<file path="src/rtl/multicycle_ctrl.sv">
// Main sequencing FSM for the multicycle RV32I core: walks each instruction through
// fetch/decode/execute/memory/writeback and drives the datapath selects and enables.
//
// state    | meaning
// FETCH    | read instruction at PC, load IR/oldPC and bump PC when memory is ready
// DECODE   | register read, branch target computed into aluOut
// MEMADR   | load/store address = rs1 + imm
// MEMREAD  | load access in progress, waits for memReady
// MEMWB    | loaded data written to rd
// MEMWRITE | store strobe held until memReady
// EXECR    | R-type ALU operation
// EXECI    | I-type ALU operation
// ALUWB    | ALU result written to rd
// BEQ      | compare rs1/rs2, take branch on zero
// JAL      | PC <= target, oldPC+4 computed for the link register
// TRAP     | illegal opcode, parked until reset
module multicycle_ctrl #(
  parameter int RESET_PC_HOLD = 0
) (
  input  logic       clk,
  input  logic       reset,
  input  logic [6:0] op,
  input  logic       zero,
  input  logic       memReady,
  output logic       pcWrite,
  output logic       adrSrc,
  output logic       memWrite,
  output logic       irWrite,
  output logic [1:0] resultSrc,
  output logic [1:0] aluSrcA,
  output logic [1:0] aluSrcB,
  output logic [1:0] aluOp,
  output logic       regWrite,
  output logic       instrDone,
  output logic       illegal
);

  typedef enum logic [3:0] {
    FETCH    = 4'd0,
    DECODE   = 4'd1,
    MEMADR   = 4'd2,
    MEMREAD  = 4'd3,
    MEMWB    = 4'd4,
    MEMWRITE = 4'd5,
    EXECR    = 4'd6,
    EXECI    = 4'd7,
    ALUWB    = 4'd8,
    BEQ      = 4'd9,
    JAL      = 4'd10,
    TRAP     = 4'd11
  } stateType;

  localparam logic [6:0] OP_LOAD   = 7'b0000011;
  localparam logic [6:0] OP_STORE  = 7'b0100011;
  localparam logic [6:0] OP_RTYPE  = 7'b0110011;
  localparam logic [6:0] OP_ITYPE  = 7'b0010011;
  localparam logic [6:0] OP_BRANCH = 7'b1100011;
  localparam logic [6:0] OP_JAL    = 7'b1101111;

  localparam int HOLD_W = (RESET_PC_HOLD > 0) ? $clog2(RESET_PC_HOLD + 1) : 1;
  localparam logic [HOLD_W-1:0] HOLD_INIT = HOLD_W'(RESET_PC_HOLD);

  stateType state, nextState;
  logic [HOLD_W-1:0] holdCnt;
  logic holding;
  logic pcUpdate, branch;

  // Post-reset stall: down-counter reloaded by reset, fetch allowed at terminal count
  assign holding = (holdCnt != '0);

  always_ff @(posedge clk or posedge reset) begin
    if (reset) begin
      state   <= FETCH;
      holdCnt <= HOLD_INIT;
    end else begin
      state <= nextState;
      if (holding) holdCnt <= holdCnt - HOLD_W'(1);
    end
  end

  always_comb begin
    nextState = state;
    adrSrc    = 1'b0;
    memWrite  = 1'b0;
    irWrite   = 1'b0;
    resultSrc = 2'b00;
    aluSrcA   = 2'b00;
    aluSrcB   = 2'b00;
    aluOp     = 2'b00;
    regWrite  = 1'b0;
    instrDone = 1'b0;
    illegal   = 1'b0;
    pcUpdate  = 1'b0;
    branch    = 1'b0;
    case (state)
      FETCH: begin
        resultSrc = 2'b10;
        aluSrcB   = 2'b10;
        irWrite   = memReady;
        pcUpdate  = memReady;
        if (memReady) nextState = DECODE;
      end
      DECODE: begin
        aluSrcA = 2'b01;
        aluSrcB = 2'b01;
        case (op)
          OP_LOAD, OP_STORE: nextState = MEMADR;
          OP_RTYPE:          nextState = EXECR;
          OP_ITYPE:          nextState = EXECI;
          OP_BRANCH:         nextState = BEQ;
          OP_JAL:            nextState = JAL;
          default:           nextState = TRAP;
        endcase
      end
      MEMADR: begin
        aluSrcA   = 2'b10;
        aluSrcB   = 2'b01;
        nextState = (op == OP_LOAD) ? MEMREAD : MEMWRITE;
      end
      MEMREAD: begin
        adrSrc = 1'b1;
        if (memReady) nextState = MEMWB;
      end
      MEMWB: begin
        resultSrc = 2'b01;
        regWrite  = 1'b1;
        instrDone = 1'b1;
        nextState = FETCH;
      end
      MEMWRITE: begin
        adrSrc    = 1'b1;
        memWrite  = 1'b1;
        instrDone = memReady;
        if (memReady) nextState = FETCH;
      end
      EXECR: begin
        aluSrcA   = 2'b10;
        aluOp     = 2'b10;
        nextState = ALUWB;
      end
      EXECI: begin
        aluSrcA   = 2'b10;
        aluSrcB   = 2'b01;
        aluOp     = 2'b10;
        nextState = ALUWB;
      end
      ALUWB: begin
        regWrite  = 1'b1;
        instrDone = 1'b1;
        nextState = FETCH;
      end
      BEQ: begin
        aluSrcA   = 2'b10;
        aluOp     = 2'b01;
        branch    = 1'b1;
        instrDone = 1'b1;
        nextState = FETCH;
      end
      JAL: begin
        aluSrcA   = 2'b01;
        aluSrcB   = 2'b10;
        pcUpdate  = 1'b1;
        nextState = ALUWB;
      end
      TRAP: begin
        illegal = 1'b1;
      end
      default: nextState = FETCH;
    endcase

    pcWrite = pcUpdate | (branch & zero);

    // Reset and the post-reset hold force every output low regardless of state
    if (reset || holding) begin
      nextState = FETCH;
      pcWrite   = 1'b0;
      adrSrc    = 1'b0;
      memWrite  = 1'b0;
      irWrite   = 1'b0;
      resultSrc = 2'b00;
      aluSrcA   = 2'b00;
      aluSrcB   = 2'b00;
      aluOp     = 2'b00;
      regWrite  = 1'b0;
      instrDone = 1'b0;
      illegal   = 1'b0;
    end
  end

endmodule

</file>
<file path="config.mk">
export PLATFORM = sky130hd
export DESIGN_NAME = multicycle_ctrl
export DESIGN_NICKNAME = d
export VERILOG_FILES = /design/src/rtl/multicycle_ctrl.sv
export SDC_FILE = /design/constraint.sdc
export NUM_CORES = 1
export LEC_CHECK = 0
export CORE_UTILIZATION = 33
export DETAILED_ROUTE_END_ITERATION = 8
export GPL_TIMING_DRIVEN = 0
export REMOVE_ABC_BUFFERS = 1
export SLEW_MARGIN = 20
export SYNTH_ARGS = -nofsm -noshare
export SYNTH_HDL_FRONTEND = slang
export SYNTH_SLANG_ARGS = --single-unit
export TNS_END_PERCENT = 30
</file>
<file path="constraint.sdc">
create_clock -name clk -period 1.74 [get_ports clk]
set_input_delay 0.435 -clock clk [delete_from_list [all_inputs] [get_ports clk]]
set_output_delay 0.435 -clock clk [all_outputs]
set_load 0.05 [all_outputs]
</file>
# Word level (Yosys, flattened, before mapping)
# Cells that the tools add are included.
dict set report totals {
  elab_cells 70
  out_inout_bits 15
  in_bits 11
  ff_bits 5
}
dict set report op_classes {
  addsub 1
  n_bitwise 2
  eq_ne 21
  reduce_logical 13
  muxes 31
}
# op count
set op_table {}
lappend op_table {{4-bit one-hot mux with 7 select lines} 1}
lappend op_table {{4-bit one-hot mux with 5 select lines} 1}
lappend op_table {{4-bit by 3-bit == test with 1-bit output (second input constant)} 4}
lappend op_table {{4-bit == test (second input constant)} 4}
lappend op_table {{4-bit two-way mux} 4}
lappend op_table {{2-bit one-hot mux with 2 select lines} 4}
lappend op_table {{7-bit by 6-bit == test with 1-bit output (second input constant)} 2}
lappend op_table {{7-bit == test (second input constant)} 2}
lappend op_table {{1-bit two-way mux} 14}
lappend op_table {{2-bit OR reduction} 6}
lappend op_table {{3-bit inequality test (second input constant)} 3}
lappend op_table {{3-bit OR reduction} 3}
lappend op_table {{4-bit by 2-bit == test with 1-bit output (second input constant)} 2}
lappend op_table {{2-bit two-way mux} 4}
lappend op_table {{7-bit by 2-bit == test with 1-bit output (second input constant)} 1}
lappend op_table {{7-bit by 5-bit == test with 1-bit output (second input constant)} 1}
lappend op_table {{4-bit by 1-bit == test with 1-bit output (second input constant)} 1}
lappend op_table {{4-bit zero test} 1}
lappend op_table {{1-bit one-hot mux with 2 select lines} 2}
lappend op_table {{4-bit AND reduction} 1}
lappend op_table {{4-bit OR reduction} 1}
lappend op_table {{3-bit two-way mux} 1}
lappend op_table {{2-bit inequality test (second input constant)} 1}
lappend op_table {{1-bit bitwise AND} 1}
lappend op_table {{3 further kinds} 3}

# Longest topological paths before layout
# Gate-level depths: netlist of the first run.
dict set report depth {
  word_depth 5
  ltp_mapped 5
  ltp_nobuf 4
}

# Worst setup path after synthesis of the first run
# Ideal clock, no wire load.
dict set report synth_path {
  path_type {register to output}
  startpoint {register state[2]}
  endpoint {output port aluSrcB[0]}
  required_time_ps 1305
  path_buffers 2
  t_arrival_ps 3311
  path_slack_ps -2006
  path_stages_with_launch 5
  cell_sequence {dfrtp_1 buf_2 buf_1 nor3_1 a2111oi_0}
}
dict set report synth_between {
  elab_chain_len 4
  word_cells_on_any_way 9
  cone_classes {4 x eq/ne; 2 x mux; 3 x reduce/logical}
}
# element line
set synth_rtl {}
lappend synth_rtl {{from (decl)} 63} ;# stateType state, nextState;
lappend synth_rtl {{from (signal assigned)} 76} ;# state <= nextState;
lappend synth_rtl {{4-bit by 1-bit == test with 1-bit output, or another cell as far along} 95} ;# case (state)
lappend synth_rtl {{3-bit OR reduction (no line) or 2-bit OR reduction (tied branches)} n/a}
lappend synth_rtl {{2-bit one-hot mux with 2 select lines (*)} 95}
lappend synth_rtl {{2-bit two-way mux (*)} 174} ;# if (reset || holding) begin
lappend synth_rtl {{to (decl)} 31} ;# output logic [1:0] aluSrcB,
# Mark *: on every way between the ends. The rest lies on a longest branch, timed or not.

# Worst setup path after layout of the first run
dict set report layout_path {
  startpoint {register state[2]}
  endpoint {output port aluSrcA[1]}
}
dict set report layout_between {
  elab_chain_len 4
  word_cells_on_any_way 10
  cone_classes {6 x eq/ne; 2 x mux; 2 x reduce/logical}
}
# element line
set layout_rtl {}
lappend layout_rtl {{4-bit == test, or another cell as far along} 95}
lappend layout_rtl {{4-bit OR reduction (no line) or 2-bit OR reduction (tied branches)} n/a}
lappend layout_rtl {{2-bit one-hot mux with 2 select lines (*)} 95}
lappend layout_rtl {{2-bit two-way mux (*)} 174}
lappend layout_rtl {{to (decl)} 30} ;# output logic [1:0] aluSrcA,
# Marks and branches as above.

==> summary.txt, run 1 <==
Outcome
  – Status: complete, but fails checks
  – Failing checks: setup timing

Worst setup path
  – Crit-path max FO: 6
  – CP endpoint kind: output port
  – Req. time, crit path: 1.30 ns
  – CP Launch Type: flop
  – Worst setup path class: flop to output port
  – Critical path arrival: 1.44 ns
  – Setup slack, reg-to-reg: -0.05 ns

Global routing
  – Vias in the first global route: 836
  – Global-route usage over all layers: 24.61%
  – First-pass GRT wire length: 3705 um
  – Grt ovf: 0
  – Largest net degree at the start of global routing: 14
  – Initial antenna violation count: 0

Flow run
  – Max-cap viol count: 0

Power
  – Post-route total power: 0.001544 W
  – Peak supply drop: 657.9 uV
  – Lkg Pwr: 0.5627 nW
  – Pwr Density: 1245 mW/mm2

STA
  – RSZ-0062 raised after global routing: yes
  – Fin crit share: 107.6%
  – Fin Clk Skew: 0.01062 ns
  – Tmin final: 1.872 ns
  – Slew headroom: 72.81%
  – Fmax achieved: 534.3 MHz
  – Slew @ Worst Pin: 0.4078 ns
  – Final setup fails: 17
  – Final number of hold-violating endpoints: 0
  – Max-slew violations: 0
  – Final setup margin: -0.1316 ns

Placement
  – Dpl cells: 128
  – Dpl cell area: 878.3 um2
  – Port bufs: 25
  – RD Place Congestion: 0.7555
  – Hpwl dp: 1200 um
  – Worst slack, placed: -1.144 ns

Logic synthesis
  – Post-synth EDFFs: 0
  – Distinct cell type count of the synthesized netlist: 39
  – Seq cells post-synth: 4
  – Mean instance size in the synthesized netlist: 7.420 um2
  – Register area share after synthesis: 15.69%
  – Synthesized cell area: 638.1 um2
  – Synth Flop Type: dfrtp_1
  – Count of warnings emitted by yosys: 0
  – Synthesized instance count: 86
  – Ys async rst share: 100.0%

Worst hold path
  – Hold WC Path Type: primary input to async pin

Floorplan
  – Die Span Y: 45.98 um
  – Die ar.: 0.002114 mm2
  – I/O Pins: 26
  – Die width: 45.98 um
  – Initial Util: 36.17%
  – Standard-cell rows: 15
  – Core area: 0.001764 mm2

Cells and area
  – Proportion of layout cells with a drive suffix above 1: 53.44%
  – Top reg by flops: state
  – Final core utilization: 70.28%
  – Area growth, synth to finish: 94.31%
  – Largest regs: state: 4 flops
  – Max reg flops: 4
  – Antenna Cells: 0
  – Post-route cell area: 0.001240 mm2
  – Final net count: 144
  – Non-filler cells, final: 156

Clock tree
  – Clk_lat worst skew: 0.24 ns
  – Clock slew seen by the registers of the worst setup and hold paths: 0.04 ns
  – Sink Count: 4
  – CTS root buf: clkbuf_4
  – CTS tree: yes
  – Num CTS Buffers: 3
  – Clock Path Buffers: 2
  – # hold bufs at CTS: 0
  – Htree depth: 1

Drt
  – DRC errors left: 0
  – Final ANT Viol Nets: 0
  – DRT Wirelength: 2330 um
  – Vias per cell: 5.365
  – DR vias: 837
  – Post-DR wirelength/cell: 14.94 um
  – 1st-iter DRT viols: 8
  – Pre-antenna DRT Iters: 4
## placed cells by master (no fill, tap or decap), types with 2 or more instances in the layout
cell,instances
nor2_1,5
and3_1,3
nand2_1,3
nor3_4,2
o21ai_0,3
clkbuf_4,3
nor3_1,6
clkdlybuf4s50_1,7
a21oi_1,4
a21o_1,2
nor2b_4,4
a221o_1,2
buf_6,18
or4b_4,2
nor3b_1,2
dfrtp_2,4
nand2b_1,5
buf_4,22
## final cells by class
| class | instances | area (um2) |
|---|---|---|
| Clock buffer | 3 | 22.52 |
| Fill cell | 158 | 524.3 |
| Inverter | 2 | 7.507 |
| Multi-Input combinational cell | 72 | 609.3 |
| Sequential cell | 4 | 105.1 |
| Tap cell | 25 | 31.28 |
| Timing Repair Buffer | 50 | 464.2 |
## through the flow
stage	hold slack, ns	setup TNS, ns
4_1_cts	0.2029	-1.299
2_1_floorplan	0.2146	-6.976
6_report	0.2188	-1.266
3_3_place_gp	0.8641	-15.60
3_5_place_dp	0.8383	-15.39
5_1_grt	0.2237	-2.273
## where the power goes
group / switching, W / internal, W / total [W]
clock: 0.0000405 / 0.0000773 / 0.000118
sequential: 0.0000700 / 0.000124 / 0.000194
combinational: 0.000660 / 0.000572 / 0.00123
## synthesized netlist by cell type, types with 2 or more instances
cell type  instances  share of area [%]
nor2b_1            5                4.9
o21ai_0            3                2.4
a21o_1             2                2.4
and3_1             3                2.9
nand2b_1           5                4.9
dfrtp_1            4                 16
a21oi_1            5                3.9
inv_1              2                1.2
nand2_1            5                2.9
or4b_4             2                4.3
clkbuf_1           2                1.2
nor3_1             9                7.1
a221o_1            2                3.1
nor3b_1            3                3.5
nor2_1             7                4.1
buf_2              3                2.4
buf_1              2                1.2
## cell families after synthesis
| logic type | synth area share, % |
|---|---|
| AOI/OAI and AO/OA | 28.23 |
| xor gates and xnor gates | 1.373 |
| buffers and inverters | 7.648 |
| DFF | 15.69 |
| muxes | 1.569 |
| and+or+nand+nor | 45.49 |
## critical path, stage by stage, from the launching register on
cell	delay (ns)
dfrtp_2	0.47
buf_6	0.16
nor3_4	0.18
a21oi_1	0.08
nor2_1	0.13
buf_6	0.17
## path summary, 6_finish.rpt
kind                                      startpoint              endpoint  cells after the start
min in group clk                               op[4]  state[2]$_DFFE_PP0P_                      3
worst min register to register  state[0]$_DFFE_PP0P_  state[0]$_DFFE_PP0P_                      2
max in group asynchronous                      reset  state[3]$_DFFE_PP0P_                      2
worst max register to register  state[1]$_DFFE_PP0P_  state[3]$_DFFE_PP0P_                      9
worst min-delay path                           reset  state[2]$_DFFE_PP0P_                      2
worst max-delay path            state[2]$_DFFE_PP0P_            aluSrcA[1]                      5
## routing by layer
| metal | vias to the layer above | GRT usage, % | share of wire, % |
|---|---|---|---|
| li1 | 413 | - | - |
| met4 | 0 | 5.882 | 0 |
| met1 | 398 | 29.59 | 42 |
| met2 | 26 | 43.38 | 54 |
| met3 | 0 | 5.952 | 3.4 |
| met5 | - | 0 | 0 |
## what timing repair did
action	CTS	global route
setup buffers	23	2
endpoints found under the hold margin	0	0
pin swaps	8	2
gates resized for setup	144	9
setup endpoints to repair	18	19
No activity file was read; power rests on OpenSTA's default activity.
==> inputs of run 2 (changes only) <==
--- a/config.mk
+++ b/config.mk
@@ -5,11 +5,12 @@
 export SDC_FILE = /design/constraint.sdc
 export NUM_CORES = 1
 export LEC_CHECK = 0
-export CORE_UTILIZATION = 33
+export ABC_AREA = 1
+export CORE_UTILIZATION = 40
 export DETAILED_ROUTE_END_ITERATION = 8
 export GPL_TIMING_DRIVEN = 0
+export PLACE_DENSITY = 0.78
 export REMOVE_ABC_BUFFERS = 1
-export SLEW_MARGIN = 20
 export SYNTH_ARGS = -nofsm -noshare
 export SYNTH_HDL_FRONTEND = slang
 export SYNTH_SLANG_ARGS = --single-unit
==> run 2 against run 1 <==
The run still ends with setup timing left. Global-route usage increased by 0.74 points. Synthesized cell count up 20%. Hold slack got worse by 0.013 ns. Non-clock buffer count decreased by 15. Register-to-register slack improved by 0.39 ns. Die area fell by 25%.
==> summary.txt, run 2 <==
Clock tree
  – Clk_lat worst skew: 0.22 ns (was 0.24 ns)
  – CTS tree: yes (unchanged)
  – CTS root buf: clkbuf_4 (unchanged)
  – Htree depth: 1 (unchanged)
  – Clock slew seen by the registers of the worst setup and hold paths: 0.04 ns (about the same)
  – Clock Path Buffers: 2 (unchanged)
  – Sink Count: 4 (unchanged)
  – Num CTS Buffers: 3 (unchanged)

Floorplan
  – Die Span Y: 39.73 um (was 45.98 um)
  – Die ar.: 0.001578 mm2 (was 0.002114 mm2)
  – Initial Util: 43.21% (was 36.17%)
  – Standard-cell rows: 13 (was 15)
  – Core area: 0.001318 mm2 (was 0.001764 mm2)
  – I/O Pins: 26 (unchanged)
  – Die width: 39.73 um (was 45.98 um)

Global routing
  – Grt ovf: 0 (unchanged)
  – First-pass GRT wire length: 2801 um (was 3705 um)
  – Initial antenna violation count: 0 (unchanged)
  – Vias in the first global route: 679 (was 836)
  – Global-route usage over all layers: 25.35% (was 24.61%)
  – Largest net degree at the start of global routing: 15 (was 14)

Logic synthesis
  – Synth top area share: 17.58% (was 15.69%)
  – Synthesized instance count: 103 (was 86)
  – Area leader, netlist: dfrtp_1 (unchanged)
  – Count of warnings emitted by yosys: 0 (unchanged)
  – Seq cells post-synth: 4 (unchanged)
  – Most common cell in the synthesized netlist: nand2_1 (was nor3_1)
  – Synthesized cell area: 569.3 um2 (was 638.1 um2)
  – Post-synth top cells: nand2_1, inv_1, nor2_1 (was nor3_1, nor2_1)
  – Ys async rst share: 100.0% (unchanged)
  – Top post-synthesis cells by area: dfrtp_1, nand2_1, nand3_1 (was dfrtp_1, nor3_1, nand2b_1)
  – Post-synth EDFFs: 0 (unchanged)
  – Mean instance size in the synthesized netlist: 5.527 um2 (was 7.420 um2)
  – Distinct cell type count of the synthesized netlist: 18 (was 39)
  – Register area share after synthesis: 17.58% (was 15.69%)
  – Synth Flop Type: dfrtp_1 (unchanged)

Worst setup path
  – Crit-path max FO: 3 (was 6)
  – Worst setup path class: flop to output port (unchanged)
  – Req. time, crit path: 1.30 ns (about the same)
  – CP Launch Type: flop (unchanged)
  – CP endpoint kind: output port (unchanged)
  – Critical path arrival: 1.45 ns (was 1.44 ns)

Power
  – Peak supply drop: 851.7 uV (was 657.9 uV)
  – Internal: 0.0005938 W (was 0.0007731 W)
  – Sw Share: 54.36% (was 49.92%)
  – Pwr Density: 1345 mW/mm2 (was 1245 mW/mm2)
  – Comb power frac: 77.2% (was 79.8%)
  – Reg power frac: 14.7% (was 12.5%)
  – Clk pwr share: 8.2% (was 7.6%)
  – P_sw: 0.0007073 W (was 0.0007705 W)
  – Lkg Pwr: 0.5109 nW (was 0.5627 nW)

STA
  – Final number of hold-violating endpoints: 0 (unchanged)
  – Final setup fails: 12 (was 17)
  – Worst hold margin: 0.2061 ns (was 0.2188 ns)
  – RSZ-0062 raised after global routing: yes (unchanged)
  – Sum Neg Setup Slack: -0.9792 ns (was -1.266 ns)
  – Fin crit share: 108.2% (was 107.6%)
  – Slew @ Worst Pin: 0.2724 ns (was 0.4078 ns)
  – Fmax achieved: 530.9 MHz (was 534.3 MHz)
  – Max-slew violations: 0 (unchanged)
  – Fin Clk Skew: 0.001770 ns (was 0.01062 ns)
  – Tmin final: 1.883 ns (was 1.872 ns)
  – Slew headroom: 81.84% (was 72.81%)
  – Final setup margin: -0.1435 ns (was -0.1316 ns)

Drt
  – Post-DR wirelength/cell: 11.05 um (was 14.94 um)
  – DR vias: 795 (was 837)
  – 1st-iter DRT viols: 13 (was 8)
  – Pre-antenna DRT Iters: 5 (was 4)
  – DRT Wirelength: 1712 um (was 2330 um)
  – DRC errors left: 0 (unchanged)
  – Vias per cell: 5.129 (was 5.365)
  – Final ANT Viol Nets: 0 (unchanged)

Cells and area
  – Filler instances: 115 (was 158)
  – Final net count: 153 (was 144)
  – Reg area: 105.1 um2 (unchanged)
  – Top reg by flops: state (unchanged)
  – Antenna Cells: 0 (unchanged)
  – Proportion of layout cells with a drive suffix above 1: 42.86% (was 53.44%)
  – Post-route cell area: 967.2 um2 (was 0.001240 mm2)
  – Commonest non-fill, non-tap cell in the layout: nand2_1 (was buf_4)
  – Area growth, synth to finish: 69.89% (was 94.31%)
  – Max reg flops: 4 (unchanged)
  – Commonest non-fill, non-tap cells in the layout: nand2_1, buf_4, nor2_1, nand3_1, inv_1 (was buf_4, buf_6, clkdlybuf4s50_1, nor3_1)
  – Largest regs: state: 4 flops (unchanged)
  – Area occupied by multi-input gates: 422.9 um2 (was 609.3 um2)

Worst hold path
  – Hold WC Path Type: primary input to async pin (unchanged)

Outcome
  – Status: complete, but fails checks (unchanged)
  – Failing checks: setup timing (unchanged)

Placement
  – Port bufs: 25 (unchanged)
  – Hpwl dp: 1210 um (was 1200 um)
  – RD Place Congestion: 0.7869 (was 0.7555)
  – Dpl cell area: 834.6 um2 (was 878.3 um2)
  – Worst slack, placed: -1.262 ns (was -1.144 ns)

Flow run
  – Max-cap viol count: 0 (unchanged)
run 2: worst paths after layout:
path                       cells after the start                    to                 start  slack (ns)
max                                            6             instrDone  state[3]$_DFFE_PP0P_       -0.14
min                                            2  state[3]$_DFFE_PP0P_                 reset        0.21
max reg2reg                                    7  state[3]$_DFFE_PP0P_  state[3]$_DFFE_PP0P_        0.34
min reg2reg                                    2  state[0]$_DFFE_PP0P_  state[0]$_DFFE_PP0P_        0.59
max in group asynchronous                      2  state[0]$_DFFE_PP0P_                 reset        1.40
min in group clk                               2  state[0]$_DFFE_PP0P_  state[0]$_DFFE_PP0P_        0.59
run 2: power groups by stage:
stage / registers (W) / clock network, W / logic [W]
after floorplan: 0.000165 / 0 / 0.000589
after detailed placement: 0.000172 / 0 / 0.000809
after global placement: 0.000170 / 0 / 0.000801
after CTS: 0.000186 / 0.000112 / 0.000898
after global routing: 0.000195 / 0.000122 / 0.00109
final: 0.000191 / 0.000106 / 0.00100
run 2: repair_timing:
action	in CTS	in global routing
gates resized for setup	113	12
pin swaps	6	8
setup endpoints to repair	17	15
buffers inserted	6	4
hold buffers	0	0
gates cloned	0	0
run 2: per-stage QoR:
| stage | instances | util (%) | power, W |
|---|---|---|---|
| after floorplan | 102 | - | 0.0007549 |
| after global placement | 142 | 63.34 | 0.0009708 |
| after detailed placement | 142 | 63.34 | 0.0009808 |
| after CTS | 151 | 68.66 | 0.001196 |
| after global routing | 155 | 73.41 | 0.001405 |
| final | 155 | 73.41 | 0.001301 |
run 2: area by class of cell:
cell class                 instances  area share [%]
clock buffer                       3           2.329
inverter                          20           8.021
multi-input combinational         78           43.73
sequential                         4           10.87
tap                               15           1.940
timing repair buffer              35           33.12
run 2: cell families after synthesis:
group	after synthesis	synth area share, %
AO/OA/AOI/OAI	14	13.19
flip-flops	4	17.58
buffers and inverters	21	13.85
AND/OR/NAND/NOR	64	55.38
run 2: layer usage:
layer,wire (um),GRT usage (%)
met4,26,6.034
met2,841,45.08
met5,0,0
met1,765,31.76
met3,78,2.841
run 2: critical path: stages (launching register included):
cell	delay, ns
dfrtp_2	0.44
nor2_4	0.19
inv_2	0.07
nor2_4	0.09
nand2_1	0.05
a31oi_1	0.16
buf_4	0.22
==> inputs of run 3 (changes only) <==
--- a/config.mk
+++ b/config.mk
@@ -11,6 +11,7 @@
 export GPL_TIMING_DRIVEN = 0
 export PLACE_DENSITY = 0.78
 export REMOVE_ABC_BUFFERS = 1
+export SETUP_SLACK_MARGIN = 0.1
 export SYNTH_ARGS = -nofsm -noshare
 export SYNTH_HDL_FRONTEND = slang
 export SYNTH_SLANG_ARGS = --single-unit
==> run 3 against run 2 <==
Critical path depth down 2. Hold slack better by 0.0019 ns. First-iteration DRC count fell by 31%. Sequential share of layout area down 0.098 points. Final cell count is the same. Setup slack worse by 0.033 ns. Combinational power about the same. The flow still finishes with violations (setup timing). Total power fell by 0.25%. Sequential power about the same. Register-to-register slack about the same. Non-clock buffer count unchanged. Largest cell class unchanged. Via count down 0.25%.
==> summary.txt, run 3 (synthesized netlist as in run 2, its figures left out) <==
Flow run
  – Max-cap viol count: 0 (unchanged)

Clock tree
  – # hold bufs at CTS: 0 (unchanged)
  – CTS tree: yes (unchanged)
  – Htree depth: 1 (unchanged)
  – Clock Path Buffers: 2 (unchanged)
  – CTS root buf: clkbuf_4 (unchanged)
  – Num CTS Buffers: 3 (unchanged)
  – Sink Count: 4 (unchanged)
  – Clk_lat worst skew: 0.22 ns (about the same)
  – Clock slew seen by the registers of the worst setup and hold paths: 0.04 ns (about the same)

Drt
  – DR vias: 793 (was 795)
  – Post-DR wirelength/cell: 10.95 um (was 11.05 um)
  – 1st-iter DRT viols: 9 (was 13)
  – Vias per cell: 5.116 (was 5.129)
  – DRT Wirelength: 1697 um (was 1712 um)
  – Pre-antenna DRT Iters: 4 (was 5)
  – DRC errors left: 0 (unchanged)
  – Final ANT Viol Nets: 0 (unchanged)

Cells and area
  – Largest regs: state: 4 flops (unchanged)
  – Final net count: 153 (unchanged)
  – Area growth, synth to finish: 71.43% (was 69.89%)
  – Max reg flops: 4 (unchanged)
  – Area occupied by multi-input gates: 417.9 um2 (was 422.9 um2)
  – Antenna Cells: 0 (unchanged)
  – Top reg by flops: state (unchanged)
  – Final core utilization: 74.07% (was 73.41%)
  – Filler instances: 112 (was 115)
  – Reg area: 105.1 um2 (unchanged)
  – Commonest non-fill, non-tap cells in the layout: nand2_1, buf_4, inv_1, nand3_1, nor2_1 (was nand2_1, buf_4, nor2_1, nand3_1, inv_1)
  – Commonest non-fill, non-tap cell in the layout: nand2_1 (unchanged)
  – Proportion of layout cells with a drive suffix above 1: 40.71% (was 42.86%)
  – Non-filler cells, final: 155 (unchanged)

Outcome
  – Failing checks: setup timing (unchanged)
  – Status: complete, but fails checks (unchanged)

Floorplan
  – Core area: 0.001318 mm2 (unchanged)
  – Initial Util: 43.21% (unchanged)
  – Die Span Y: 39.73 um (unchanged)
  – Die width: 39.73 um (unchanged)
  – Standard-cell rows: 13 (unchanged)
  – Die ar.: 0.001578 mm2 (unchanged)
  – I/O Pins: 26 (unchanged)

STA
  – Tmin final: 1.916 ns (was 1.883 ns)
  – Max-slew violations: 0 (unchanged)
  – Final setup margin: -0.1764 ns (was -0.1435 ns)
  – Final setup fails: 13 (was 12)
  – Slew headroom: 80.91% (was 81.84%)
  – Slew @ Worst Pin: 0.2863 ns (was 0.2724 ns)
  – Fmax achieved: 521.8 MHz (was 530.9 MHz)
  – RSZ-0062 raised after global routing: yes (unchanged)
  – Fin Clk Skew: 0.001671 ns (was 0.001770 ns)
  – Fin crit share: 110.1% (was 108.2%)
  – Final number of hold-violating endpoints: 0 (unchanged)
  – Sum Neg Setup Slack: -1.074 ns (was -0.9792 ns)

Power
  – Post-route total power: 0.001298 W (was 0.001301 W)
  – Lkg Pwr: 0.5146 nW (was 0.5109 nW)
  – Peak supply drop: 823.4 uV (was 851.7 uV)
  – Pwr Density: 1330 mW/mm2 (was 1345 mW/mm2)

Placement
  – Dpl cells: 142 (unchanged)
  – RD Place Congestion: 0.7869 (unchanged)
  – Hpwl dp: 1210 um (unchanged)
  – Port bufs: 25 (unchanged)
  – Worst slack, placed: -1.262 ns (unchanged)

Worst setup path
  – CP Launch Type: flop (unchanged)
  – Critical path arrival: 1.48 ns (was 1.45 ns)
  – Setup slack, reg-to-reg: 0.35 ns (was 0.34 ns)
  – Worst setup path class: flop to output port (unchanged)
  – CP endpoint kind: output port (unchanged)
  – Req. time, crit path: 1.30 ns (about the same)
  – Reg2Reg Launch Point: state[3]$_DFFE_PP0P_ (unchanged)
  – R2R depth: 7 (unchanged)
  – Crit-path max FO: 5 (was 3)
  – Critical R2R Capture: state[3]$_DFFE_PP0P_ (unchanged)

Global routing
  – Initial antenna violation count: 0 (unchanged)
  – Vias in the first global route: 688 (was 679)
  – Global-route usage over all layers: 25.94% (was 25.35%)
  – First-pass GRT wire length: 2856 um (was 2801 um)
  – Grt ovf: 0 (unchanged)
  – Largest net degree at the start of global routing: 15 (unchanged)

Worst hold path
  – Hold WC Path Type: primary input to async pin (unchanged)
[run 3: metrics by stage]
step           instance area [um2]  hold WS (ns)
2_1_floorplan                565.5        0.2345
6_report                     975.9        0.2081
5_1_grt                      975.9        0.2108
3_3_place_gp                 834.6        0.5808
4_1_cts                      929.6        0.2004
3_5_place_dp                 834.6        0.5752
[run 3: worst max path at each step]
stage                         startpoint         end  slack, ns  cells after the start
detailed placement                 reset  aluSrcB[1]      -1.26                      5
floorplan           state[2]$_DFFE_PP0P_   instrDone      -0.44                      6
global route        state[3]$_DFFE_PP0P_  aluSrcB[0]      -0.24                      6
CTS                 state[2]$_DFFE_PP0P_   instrDone      -0.16                      6
finish              state[3]$_DFFE_PP0P_  aluSrcA[1]      -0.18                      4
global placement                   reset  aluSrcB[1]      -1.25                      5
[run 3: timing repair]
| action | CTS | global route |
|---|---|---|
| resized for setup | 118 | 8 |
| endpoints found under the setup margin | 19 | 15 |
| buffers inserted | 7 | 3 |
| pin swaps | 6 | 6 |
[run 3: worst max-delay path: stages, from the launching register on]
cell	delay, ns
dfrtp_2	0.44
nor2_4	0.20
nand2_1	0.15
a31oi_1	0.23
buf_4	0.23
[run 3: per-layer routing]
| metal | vias to the layer above | global-route usage [%] | share of wire [%] |
|---|---|---|---|
| li1 | 405 | - | - |
| met1 | 360 | 32.77 | 44 |
| met2 | 28 | 47.13 | 52 |
| met3 | 0 | 2.273 | 4.3 |
| met4 | 0 | 4.310 | 0 |
| met5 | - | 0 | 0 |
[run 3: area by class of cell]
type,count,share of cell area (%)
clock buffers,3,2.308
inverters,20,8.205
multi-input cells,78,42.82
flip-flops and latches,4,10.77
well taps,15,1.923
repair buffers,35,33.97
[run 3: where the power goes]
part / total [W] / internal, W / leakage (nW) / switching, W
registers: 0.000188 / 0.000127 / 0.0476 / 0.0000610
logic: 0.00100 / 0.000387 / 0.453 / 0.000617
clock network: 0.000106 / 0.0000766 / 0.0138 / 0.0000295
